<file path="src/rtl/rst_seq_pkg.sv">
// -----------------------------------------------------------------------------
// rst_seq_pkg
// Shared types and helpers for the staged reset sequencer.
//
// Contents
//   rst_seq_state_e : sequencer FSM state encoding
//                     (HOLD, RELEASE, RUN, WAIT_LOW)
//   cnt_w()         : width of a counter that must hold the largest of three
//                     cycle counts without wrapping
// -----------------------------------------------------------------------------
package rst_seq_pkg;

    typedef enum logic [1:0] {
        HOLD     = 2'd0,
        RELEASE  = 2'd1,
        RUN      = 2'd2,
        WAIT_LOW = 2'd3
    } rst_seq_state_e;

    // Enough bits to represent max(a,b,c). The +1 keeps exact powers of two
    // representable; the result is never below 1.
    function automatic int cnt_w(input int a, input int b, input int c);
        int m;
        m = a;
        if (b > m) m = b;
        if (c > m) m = c;
        if (m < 1) m = 1;
        return $clog2(m + 1);
    endfunction

endpackage

</file>
<file path="src/rtl/rst_seq_ctrl_if.sv">
// -----------------------------------------------------------------------------
// rst_seq_ctrl_if
// Bundle between the harness (driver of the soft reset request, consumer of
// the staged resets) and the rst_seq_ctrl sequencer.
//
// Signals
//   sw_rst_req  : soft reset request, level-sensitive, sampled on clk
//   stage_rst   : per-stage active-high resets, NUM_STAGES wide
//   sys_ready   : every stage has been released
//   glitch_cnt  : count of rejected short requests (zero when the counter
//                 is compiled out)
//   state       : current sequencer state, for observation only
//
// Modports
//   master : harness side, drives sw_rst_req and observes everything else
//   slave  : sequencer side
//
// Handshake semantics: there is no valid/ready pair on this bundle. The
// request is a plain level; the sequencer samples it every posedge and only
// acts on it once it has been seen high for a qualifying run of cycles. The
// outputs are registered levels that a consumer may sample at any edge.
// -----------------------------------------------------------------------------
interface rst_seq_ctrl_if
    import rst_seq_pkg::*;
#(
    parameter int NUM_STAGES = 3,
    parameter int GLITCH_W   = 8
);

    logic                  sw_rst_req;
    logic [NUM_STAGES-1:0] stage_rst;
    logic                  sys_ready;
    logic [GLITCH_W-1:0]   glitch_cnt;
    rst_seq_state_e        state;

    modport master (
        output sw_rst_req,
        input  stage_rst,
        input  sys_ready,
        input  glitch_cnt,
        input  state
    );

    modport slave (
        input  sw_rst_req,
        output stage_rst,
        output sys_ready,
        output glitch_cnt,
        output state
    );

endinterface

</file>
<file path="src/rtl/rst_req_qualifier.sv">
// -----------------------------------------------------------------------------
// rst_req_qualifier
// Counts consecutive high samples of the soft reset request while enabled.
//
// Ports
//   clk         : clock, posedge
//   rst         : synchronous active-high reset
//   i_en        : qualification window open (sequencer in RELEASE or RUN)
//   i_req       : soft reset request level
//   o_qualify   : combinational pulse on the edge that takes the
//                 MIN_REQ_CYC-th consecutive high sample
//   o_glitch    : combinational pulse on the edge where a low is sampled
//                 after 1..MIN_REQ_CYC-1 high samples
//
// Parameters
//   MIN_REQ_CYC : consecutive high samples needed to qualify (>=1)
//   CW          : counter width, must hold MIN_REQ_CYC-1
// -----------------------------------------------------------------------------
module rst_req_qualifier
    import rst_seq_pkg::*;
#(
    parameter int MIN_REQ_CYC = 3,
    parameter int CW          = cnt_w(MIN_REQ_CYC, 1, 1)
) (
    input  logic clk,
    input  logic rst,
    input  logic i_en,
    input  logic i_req,
    output logic o_qualify,
    output logic o_glitch
);

    // r_cnt holds the number of high samples already seen in the current run.
    logic [CW-1:0] r_cnt;
    logic          w_last;

    assign w_last    = (r_cnt == CW'(MIN_REQ_CYC - 1));
    assign o_qualify = i_en & i_req & w_last;
    // A nonzero count followed by a low sample can only be a short run,
    // because a full run clears the count on the qualifying edge.
    assign o_glitch  = i_en & ~i_req & (r_cnt != '0);

    // Outside the window the count is held at zero so that nothing seen
    // during HOLD or WAIT_LOW carries into the next window.
    always_ff @(posedge clk) begin
        if (rst) begin
            r_cnt <= '0;
        end else if (!i_en || !i_req || w_last) begin
            r_cnt <= '0;
        end else begin
            r_cnt <= r_cnt + CW'(1);
        end
    end

endmodule

</file>
<file path="src/rtl/rst_seq_ctrl.sv">
// -----------------------------------------------------------------------------
// rst_seq_ctrl
// Staged reset sequencer. Holds every downstream stage in reset for HOLD_CYC
// edges, releases the stages in index order GAP_CYC edges apart, then raises
// sys_ready. A soft reset request that stays high for MIN_REQ_CYC samples
// re-asserts every stage and restarts the sequence once the request drops.
//
// Ports
//   clk   : clock, posedge
//   rst   : synchronous active-high reset
//   bus   : rst_seq_ctrl_if.slave (sw_rst_req in; stage_rst, sys_ready,
//           glitch_cnt, state out)
//
// Parameters
//   NUM_STAGES  : staged reset outputs (1..8)
//   HOLD_CYC    : edges all stages stay asserted before stage 0 releases (>=1)
//   GAP_CYC     : edges between consecutive stage releases (>=1)
//   MIN_REQ_CYC : consecutive high samples that qualify a request (>=1)
//   GLITCH_W    : glitch counter width
//
// Build option
//   RST_SEQ_GLITCH_CNT_EN : when defined, glitch_cnt counts rejected short
//   requests, saturating at all-ones and cleared only by rst. When undefined
//   glitch_cnt is tied to zero.
//
// FSM: HOLD -> RELEASE -> RUN; a qualified request in RELEASE or RUN goes to
// WAIT_LOW, which returns to HOLD on the first low sample of the request.
// -----------------------------------------------------------------------------
module rst_seq_ctrl
    import rst_seq_pkg::*;
#(
    parameter int NUM_STAGES  = 3,
    parameter int HOLD_CYC    = 16,
    parameter int GAP_CYC     = 4,
    parameter int MIN_REQ_CYC = 3,
    parameter int GLITCH_W    = 8
) (
    input  logic           clk,
    input  logic           rst,
    rst_seq_ctrl_if.slave  bus
);

    localparam int CW = cnt_w(HOLD_CYC, GAP_CYC, MIN_REQ_CYC);

    // State codes kept as plain constants; they match rst_seq_state_e.
    localparam logic [1:0] S_HOLD     = 2'd0;
    localparam logic [1:0] S_RELEASE  = 2'd1;
    localparam logic [1:0] S_RUN      = 2'd2;
    localparam logic [1:0] S_WAIT_LOW = 2'd3;

    logic [1:0]            r_state;
    logic [CW-1:0]         r_cnt;
    logic [NUM_STAGES-1:0] r_stage_rst;
    logic                  r_sys_ready;

    logic                  w_qual_en;
    logic                  w_qualify;
    logic                  w_glitch;
    logic                  w_hold_done;
    logic                  w_gap_done;

    assign w_qual_en   = (r_state == S_RELEASE) || (r_state == S_RUN);
    assign w_hold_done = (r_cnt == CW'(HOLD_CYC - 1));
    assign w_gap_done  = (r_cnt == CW'(GAP_CYC - 1));

    rst_req_qualifier #(
        .MIN_REQ_CYC (MIN_REQ_CYC),
        .CW          (CW)
    ) u_qual (
        .clk       (clk),
        .rst       (rst),
        .i_en      (w_qual_en),
        .i_req     (bus.sw_rst_req),
        .o_qualify (w_qualify),
        .o_glitch  (w_glitch)
    );

    // Stage releases shift a zero in from the bottom, so a higher stage can
    // never drop before every lower stage has already dropped.
    always_ff @(posedge clk) begin
        if (rst) begin
            r_state     <= S_HOLD;
            r_cnt       <= '0;
            r_stage_rst <= '1;
            r_sys_ready <= 1'b0;
        end else begin
            case (r_state)
                S_HOLD: begin
                    if (w_hold_done) begin
                        r_stage_rst <= r_stage_rst << 1;
                        r_cnt       <= '0;
                        r_state     <= S_RELEASE;
                    end else begin
                        r_cnt <= r_cnt + CW'(1);
                    end
                end
                S_RELEASE: begin
                    if (w_qualify) begin
                        r_stage_rst <= '1;
                        r_sys_ready <= 1'b0;
                        r_cnt       <= '0;
                        r_state     <= S_WAIT_LOW;
                    end else if (r_stage_rst == '0) begin
                        // One edge after the last release.
                        r_sys_ready <= 1'b1;
                        r_state     <= S_RUN;
                    end else if (w_gap_done) begin
                        r_stage_rst <= r_stage_rst << 1;
                        r_cnt       <= '0;
                    end else begin
                        r_cnt <= r_cnt + CW'(1);
                    end
                end
                S_RUN: begin
                    if (w_qualify) begin
                        r_stage_rst <= '1;
                        r_sys_ready <= 1'b0;
                        r_cnt       <= '0;
                        r_state     <= S_WAIT_LOW;
                    end
                end
                S_WAIT_LOW: begin
                    // The hold period is timed from the request dropping,
                    // not from the qualifying edge.
                    if (!bus.sw_rst_req) begin
                        r_cnt   <= '0;
                        r_state <= S_HOLD;
                    end
                end
                default: begin
                    r_state     <= S_HOLD;
                    r_cnt       <= '0;
                    r_stage_rst <= '1;
                    r_sys_ready <= 1'b0;
                end
            endcase
        end
    end

    assign bus.stage_rst = r_stage_rst;
    assign bus.sys_ready = r_sys_ready;
    assign bus.state     = rst_seq_state_e'(r_state);

`ifdef RST_SEQ_GLITCH_CNT_EN
    logic [GLITCH_W-1:0] r_glitch_cnt;

    // Survives soft resets; only rst clears it.
    always_ff @(posedge clk) begin
        if (rst) begin
            r_glitch_cnt <= '0;
        end else if (w_glitch && (r_glitch_cnt != '1)) begin
            r_glitch_cnt <= r_glitch_cnt + GLITCH_W'(1);
        end
    end

    assign bus.glitch_cnt = r_glitch_cnt;
`else
    logic w_unused_glitch;

    assign w_unused_glitch = w_glitch;
    assign bus.glitch_cnt  = {GLITCH_W{1'b0}};
`endif

endmodule

</file>
<file path="src/flat_wrapper.sv">
// flat-port wrapper written by rule: the top's interface ports become plain ports
module rst_seq_ctrl_flat import rst_seq_pkg::*;
#(
    parameter int NUM_STAGES  = 3,
    parameter int HOLD_CYC    = 16,
    parameter int GAP_CYC     = 4,
    parameter int MIN_REQ_CYC = 3,
    parameter int GLITCH_W    = 8
)
  (clk, rst, bus_sw_rst_req, bus_stage_rst, bus_sys_ready, bus_glitch_cnt, bus_state);
  rst_seq_ctrl_if #(.NUM_STAGES(NUM_STAGES), .GLITCH_W(GLITCH_W)) bus_i ();
  input  logic clk;
  input  logic rst;
  input wire logic [$bits(bus_i.sw_rst_req)-1:0] bus_sw_rst_req;
  output wire logic [$bits(bus_i.stage_rst)-1:0] bus_stage_rst;
  output wire logic [$bits(bus_i.sys_ready)-1:0] bus_sys_ready;
  output wire logic [$bits(bus_i.glitch_cnt)-1:0] bus_glitch_cnt;
  output wire logic [$bits(bus_i.state)-1:0] bus_state;
  assign bus_i.sw_rst_req = bus_sw_rst_req;
  assign bus_stage_rst = bus_i.stage_rst;
  assign bus_sys_ready = bus_i.sys_ready;
  assign bus_glitch_cnt = bus_i.glitch_cnt;
  assign bus_state = bus_i.state;
  rst_seq_ctrl #(.NUM_STAGES(NUM_STAGES), .HOLD_CYC(HOLD_CYC), .GAP_CYC(GAP_CYC), .MIN_REQ_CYC(MIN_REQ_CYC), .GLITCH_W(GLITCH_W)) u_core (.clk(clk), .rst(rst), .bus(bus_i));
endmodule
</file>
<file path="config.mk">
export PLATFORM = sky130hd
export DESIGN_NAME = rst_seq_ctrl_flat
export DESIGN_NICKNAME = d
export VERILOG_FILES = /design/src/rtl/rst_seq_pkg.sv /design/src/rtl/rst_seq_ctrl_if.sv /design/src/rtl/rst_req_qualifier.sv /design/src/rtl/rst_seq_ctrl.sv /design/src/flat_wrapper.sv
export SDC_FILE = /design/constraint.sdc
export NUM_CORES = 1
export LEC_CHECK = 0
export CAP_MARGIN = 5
export CORE_UTILIZATION = 56
export CTS_CLUSTER_SIZE = 24
export DETAILED_ROUTE_END_ITERATION = 8
export PLACE_DENSITY = 0.87
export SYNTH_ARGS = -nofsm -noshare
export SYNTH_HDL_FRONTEND = slang
export SYNTH_SLANG_ARGS = --single-unit
</file>
<file path="constraint.sdc">
create_clock -name clk -period 3 [get_ports clk]
set_input_delay 0.6 -clock clk [delete_from_list [all_inputs] [get_ports clk]]
set_output_delay 0.6 -clock clk [all_outputs]
set_load 0.01 [all_outputs]
</file>
======== Word level (Yosys, flattened, before mapping) ========
Cells that the tools add are included.
operators by class
  $add $sub $neg .......................... 2
  multiply operators ...................... 0
  div/mod/pow operators ................... 0
  $lt $le $gt $ge ......................... 0
  eq/ne operators ......................... 12
  shift operators ......................... 0
  mux-type cells .......................... 23
  bitwise gates (word level) .............. 2
  reduce and logical (&&, ||, !) cells .... 14
operators with widths
  cell                   number
  $mux W5                6
  $pmux W5 S4            1
  $mux W3                5
  $add A5 B1 Y5 const B  2
  $eq A5 B2 Y1 const B   2
  $mux W2                5
  $pmux W3 S3            1
  $pmux W2 S4            1
  $ne A3 B3 Y1 const B   2
  $reduce_and A3 Y1      2
  $eq A5 B4 Y1 const B   1
  $reduce_and A5 Y1      1
  $eq A2 B2 Y1 const B   2
  $ne A2 B2 Y1 const B   2
  $reduce_and A4 Y1      1
  $logic_not A3 Y1       1
  $logic_or A1 B1 Y1     3
  $mux W1                3
  $ne A3 B2 Y1 const B   1
  $reduce_bool A3 Y1     1
  $and A1 B1 Y1          2
  $eq A2 B1 Y1 const B   1
  $logic_not A1 Y1       2
  $logic_not A2 Y1       1
  other kinds (4)        4
storage, ports and cells
  register bits ........................... 16
  bits in latches ......................... 0
  RAM bits ................................ 0
  ROM bits ................................ 0
  input port bits ......................... 3
  output and inout port bits .............. 14
  word-level logic and storage cells ...... 58
  memories ................................ 0

======== Depth between registers and ports, before layout ========
  depth after elaboration ................. 6
  depth in mapped cells ................... 8
  mapped depth without buffers ............ 8

======== Modules after synthesis ========
From an unflattened synthesis, not the netlist that was laid out.
unflattened totals
  cells, all modules ...................... 120
  area, all modules ....................... 1068.5 µm²
modules (own cells, without submodules)
  module             times used  cells each  area an instance (µm²)
  rst_seq_ctrl       1           92          820.8
  rst_req_qualifier  1           28          247.7

======== Worst setup path before layout ========
OpenSTA, ideal clock, no wires.
  path kind ............................... register to register
  from .................................... register u_core.r_state[0] (netlist: u_core.bus.state[0])
  to ...................................... register u_core.r_cnt[4]
  setup time .............................. 95 ps
  arrival ................................. 1772 ps
  data required time ...................... 2905 ps
  slack ................................... 1133 ps
  cell stages (with the launch flop) ...... 7
  period minus slack after synthesis ...... 1867 ps
  path through ............................ dfxtp_1 inv_1 ha_1 nand2_1 nor2_2 or4_1 a221oi_1
on the way
  word-level cells in the longest chain between the ends .. 6
  elaborated cells between the ends (all ways) .. 13
  those cells by class .................... eq/ne (6); mux (2); bitwise (2); reduce/logical (3)
ends and longest elaborated chain
  item                                              RTL line                                RTL
  start: declaration                                rst_seq_ctrl.sv:51                      logic [1:0] r_state;
  start signal: assignment                          rst_seq_ctrl.sv:82                      r_state <= S_HOLD;
  start signal: assignment                          rst_seq_ctrl.sv:92                      r_state <= S_RELEASE;
  start signal: assignment                          rst_seq_ctrl.sv:102                     r_state <= S_WAIT_LOW;
  $eq A2 B1 Y1 or $eq A2 B2 Y1 (tied branches)      rst_seq_ctrl.sv:62, rst_seq_ctrl.sv:87
  $logic_or A1 B1 Y1                                rst_seq_ctrl.sv:62                      assign w_qual_en = (r_state == S_RELEASE) || (r_state == S_RUN);
  $and A1 B1 Y1 (2 in series)                       rst_req_qualifier.sv:38                 assign o_qualify = i_en & i_req & w_last;
  $mux W5, or another cell as far along             rst_seq_ctrl.sv:98                      if (w_qualify) begin
  $pmux W5 S4 or $reduce_and A3 Y1 (tied branches)  -
  end signal: assignment                            rst_seq_ctrl.sv:94                      r_cnt <= r_cnt + CW'(1);
  end signal: assignment                            rst_seq_ctrl.sv:111                     r_cnt <= r_cnt + CW'(1);
  end: declaration                                  rst_seq_ctrl.sv:52                      logic [CW-1:0] r_cnt;
Several ways; a longest one is shown, not always the timed one.
A chain may end at the register's enable or synchronous reset.

======== Final worst setup path ========
  from .................................... register u_core.r_state[1] (netlist: u_core.bus.state[1])
  to ...................................... register u_core.r_cnt[4]
The elaborated chain is that of the path after synthesis.

==> flow_summary.json <==
{
  "status": "finished clean",
  "grt_pass1_vias": 776,
  "yosys.area_share.simple_pct": 19.4,
  "fin_skew_ns": 0.00247,
  "peakVddDrop_mv": 0.287,
  "r2r-start": "u_core.bus.state[1]",
  "vias": 952,
  "final_antenna_net_count": 0,
  "grtUsageTotal_pct": 22.2,
  "hold_path_depth": 1,
  "worstSetupPathType": "reg -> reg",
  "clk_pin_slew_ns": 0.09,
  "port_buffers": 8,
  "fmax_ghz": 0.473,
  "htree_levels": 1,
  "slew_headroom_pct": 57.4,
  "dr.pass1.iters": 4,
  "hold_buffers": 0,
  "rr_worst_depth": 6,
  "cts_resized": 0,
  "synth-edff-count": 0,
  "hold_violations": 0,
  "drt_wl_total_um": 2140,
  "initialDrtViolationCount": 26,
  "grt_pass1_wl_um": 3420,
  "postCtsSetupBuffers": 0,
  "dieHeight_um": 45.7,
  "hold_ws_ns": 0.476,
  "setup_violations": 0,
  "post-route-period-util_pct": 70.5,
  "hold_class": "reg -> reg",
  "ys_warn_count": 0,
  "synth_ff_type": "dfxtp_1",
  "grt_max_degree": 12,
  "clock_path_buffers": 2,
  "clk_latency_ns": 0.28,
  "viasPerCell": 5.99,
  "fin_setup_tns_ns": 0,
  "route.detailed.drc": 0,
  "synth_most_common_cell": "dfxtp_1",
  "tritoncts": "done",
  "hpwl_um": 1610,
  "worst_pin_slew_ns": 0.630,
  "overflow": 0,
  "syn2layout_area_growth_pct": 8.30,
  "dieArea_um2": 2090,
  "critPathCaptureType": "flip-flop",
  "synth-async-reset-ratio_pct": 0,
  "slowest_delay_ns": 0.54,
  "cp_max_fo": 11,
  "finalMaxSlewViolations": 0,
  "cts-root-buf": "clkbuf_4",
  "rows": 15,
  "r2r_setup_slack_ns": 0.89,
  "hold_start": "u_core.u_qual.r_cnt[0]",
  "die_width_um": 45.7,
  "synth-compound-area-share_pct": 23.2,
  "initial_utilization_pct": 60.6,
  "ys_seq_elements": 16,
  "synth_top_area_cell": "dfxtp_1",
  "wire_per_inst_um": 13.4,
  "synth_mux_area_share_pct": 2.81,
  "seq_area_frac_synth_pct": 29.9,
  "synth_fa_ha_area_share_pct": 11.7,
  "whs_endpoint": "u_core.u_qual.r_cnt[0]",
  "cts_sinks": 16,
  "finalInstanceArea_um2": 1160,
  "crit_chain": "inv_1, ha_1, or4b_4, a32oi_2, a21oi_1, a221oi_1",
  "synth_area_leaders": "dfxtp_1 (30%), ha_1 (12%), buf_4 (5.6%), nor2_1 (4.6%), a21oi_1 (4.2%)",
  "cpMaxStageDelayCell": "or4b_4",
  "period_needed_ns": 2.11,
  "synth_common_cells": "dfxtp_1 (16), nor2_1 (13), ha_1 (10), inv_1 (10)",
  "yosysTopAreaCellShare_pct": 29.9,
  "gp_congestion": 0.857,
  "core_um2": 1760,
  "synth_top_family_by_area": "compound AO/OA/AOI/OAI gates",
  "synth_xor_area_share_pct": 2.46,
  "p_leak_nw": 0.452,
  "antenna_found_initial": 0,
  "cellPowerDensity_nw_per_um2": 307,
  "yosysUniqueCellTypes": 37,
  "dpl-instance-area_um2": 1140,
  "critPathArrivalTime_ns": 2.31,
  "n_antenna_cell": 0,
  "rsz0062_at_grt": "no",
  "cp.required_ns": 3.20,
  "fin_nets": 149,
  "cp-start-kind": "flip-flop",
  "num_io_pins": 17,
  "synth.avg_cell_area_um2": 8.42,
  "syn-cell-area_um2": 1070,
  "drive_gt1_share_pct": 5.22,
  "fill_cells": 158,
  "synthCells": 127,
  "cts_buffers": 3,
  "drv_cap": 0,
  "r2r_end": "u_core.r_cnt[4]"
}
[per-stage QoR]
step | setup slack [ns] | power, mW | utilization, % | instances
floorplan | 1.13 | 0.247 | - | 134
global placement | 0.895 | 0.245 | 64.4 | 156
detailed placement | 0.860 | 0.246 | 64.4 | 156
CTS | 0.890 | 0.356 | 65.7 | 159
global route | 0.702 | 0.374 | 65.7 | 159
finish | 0.886 | 0.356 | 65.7 | 159
[cells by family (layout without fill, tap and decap cells)]
logic type	count (synthesis)	after routing
muxes	3	3
DFF	16	16
and+or+nand+nor	39	39
AOI/OAI and AO/OA	34	34
buffers and inverters	21	21
adders and majority gates	10	10
xor gates and xnor gates	3	3
other	1	8
[worst max-delay path by stage]
stage / slack, ns / to / from / cells after the start
6_report: 0.89 / u_core.r_cnt[4] / u_core.bus.state[1] / 6
3_3_place_gp: 0.89 / u_core.r_cnt[4] / bus_sw_rst_req / 5
2_1_floorplan: 1.13 / u_core.r_cnt[4] / u_core.bus.state[0] / 6
4_1_cts: 0.89 / u_core.r_cnt[4] / u_core.bus.state[1] / 6
5_1_grt: 0.70 / u_core.r_cnt[4] / u_core.bus.state[1] / 6
3_5_place_dp: 0.86 / u_core.r_cnt[4] / bus_sw_rst_req / 5
[flip-flops by register name, summed over array words and instances (netlist names)]
signal / count
u_core.u_qual.r_cnt: 5
u_core.bus.stage_rst: 3
u_core.bus.state: 2
u_core.r_cnt: 5
u_core.bus.sys_ready: 1
[power breakdown]
| part | total (mW) | switching, mW | leakage (nW) | internal (mW) |
|---|---|---|---|---|
| logic | 0.0226 | 0.0144 | 0.309 | 0.00820 |
| registers | 0.219 | 0.00349 | 0.130 | 0.216 |
| clock network | 0.114 | 0.0677 | 0.0138 | 0.0466 |
[cell usage in the layout (no fill, tap or decap), drive strengths merged, types with 2 or more instances in the layout]
master         instances
or4b                   3
clkdlybuf4s50          8
o21ai                  3
inv                   10
mux2i                  3
clkbuf                 3
xor2                   2
nor4b                  2
or3                    2
dfxtp                 16
ha                    10
o211ai                 5
nor2                  14
a221oi                 3
a31oi                  2
a21oi                  9
o21a                   2
conb                   8
nand2                  9
o31ai                  2
nand3                  5
[routing by layer]
layer	vias to the layer above	share of wire, %	wire, um	global-route usage, %
met5	-	0	0	0
li1	464	-	-	-
met1	453	48	1020	30.2
met2	33	46	991	35.7
met3	2	5.3	114	5.56
met4	0	0.47	10	4.71
[final cells by class]
class	instances	area [um2]	area share (%)
Clock buffer	3	22.5	1.94
Inverter	10	37.5	3.24
Multi-Input combinational cell	97	667	57.6
Sequential cell	16	320	27.6
Tap cell	25	31.3	2.70
Timing Repair Buffer	8	80.1	6.91
[worst max-delay path: cells and delay by family (launching register included)]
family	cells	cell delay [ns]
simple gates	1	0.54
buf+inv	1	0.11
fa+ha+maj	1	0.37
flops	1	0.37
compound gates	3	0.64
No activity file was read; power rests on OpenSTA's default activity.
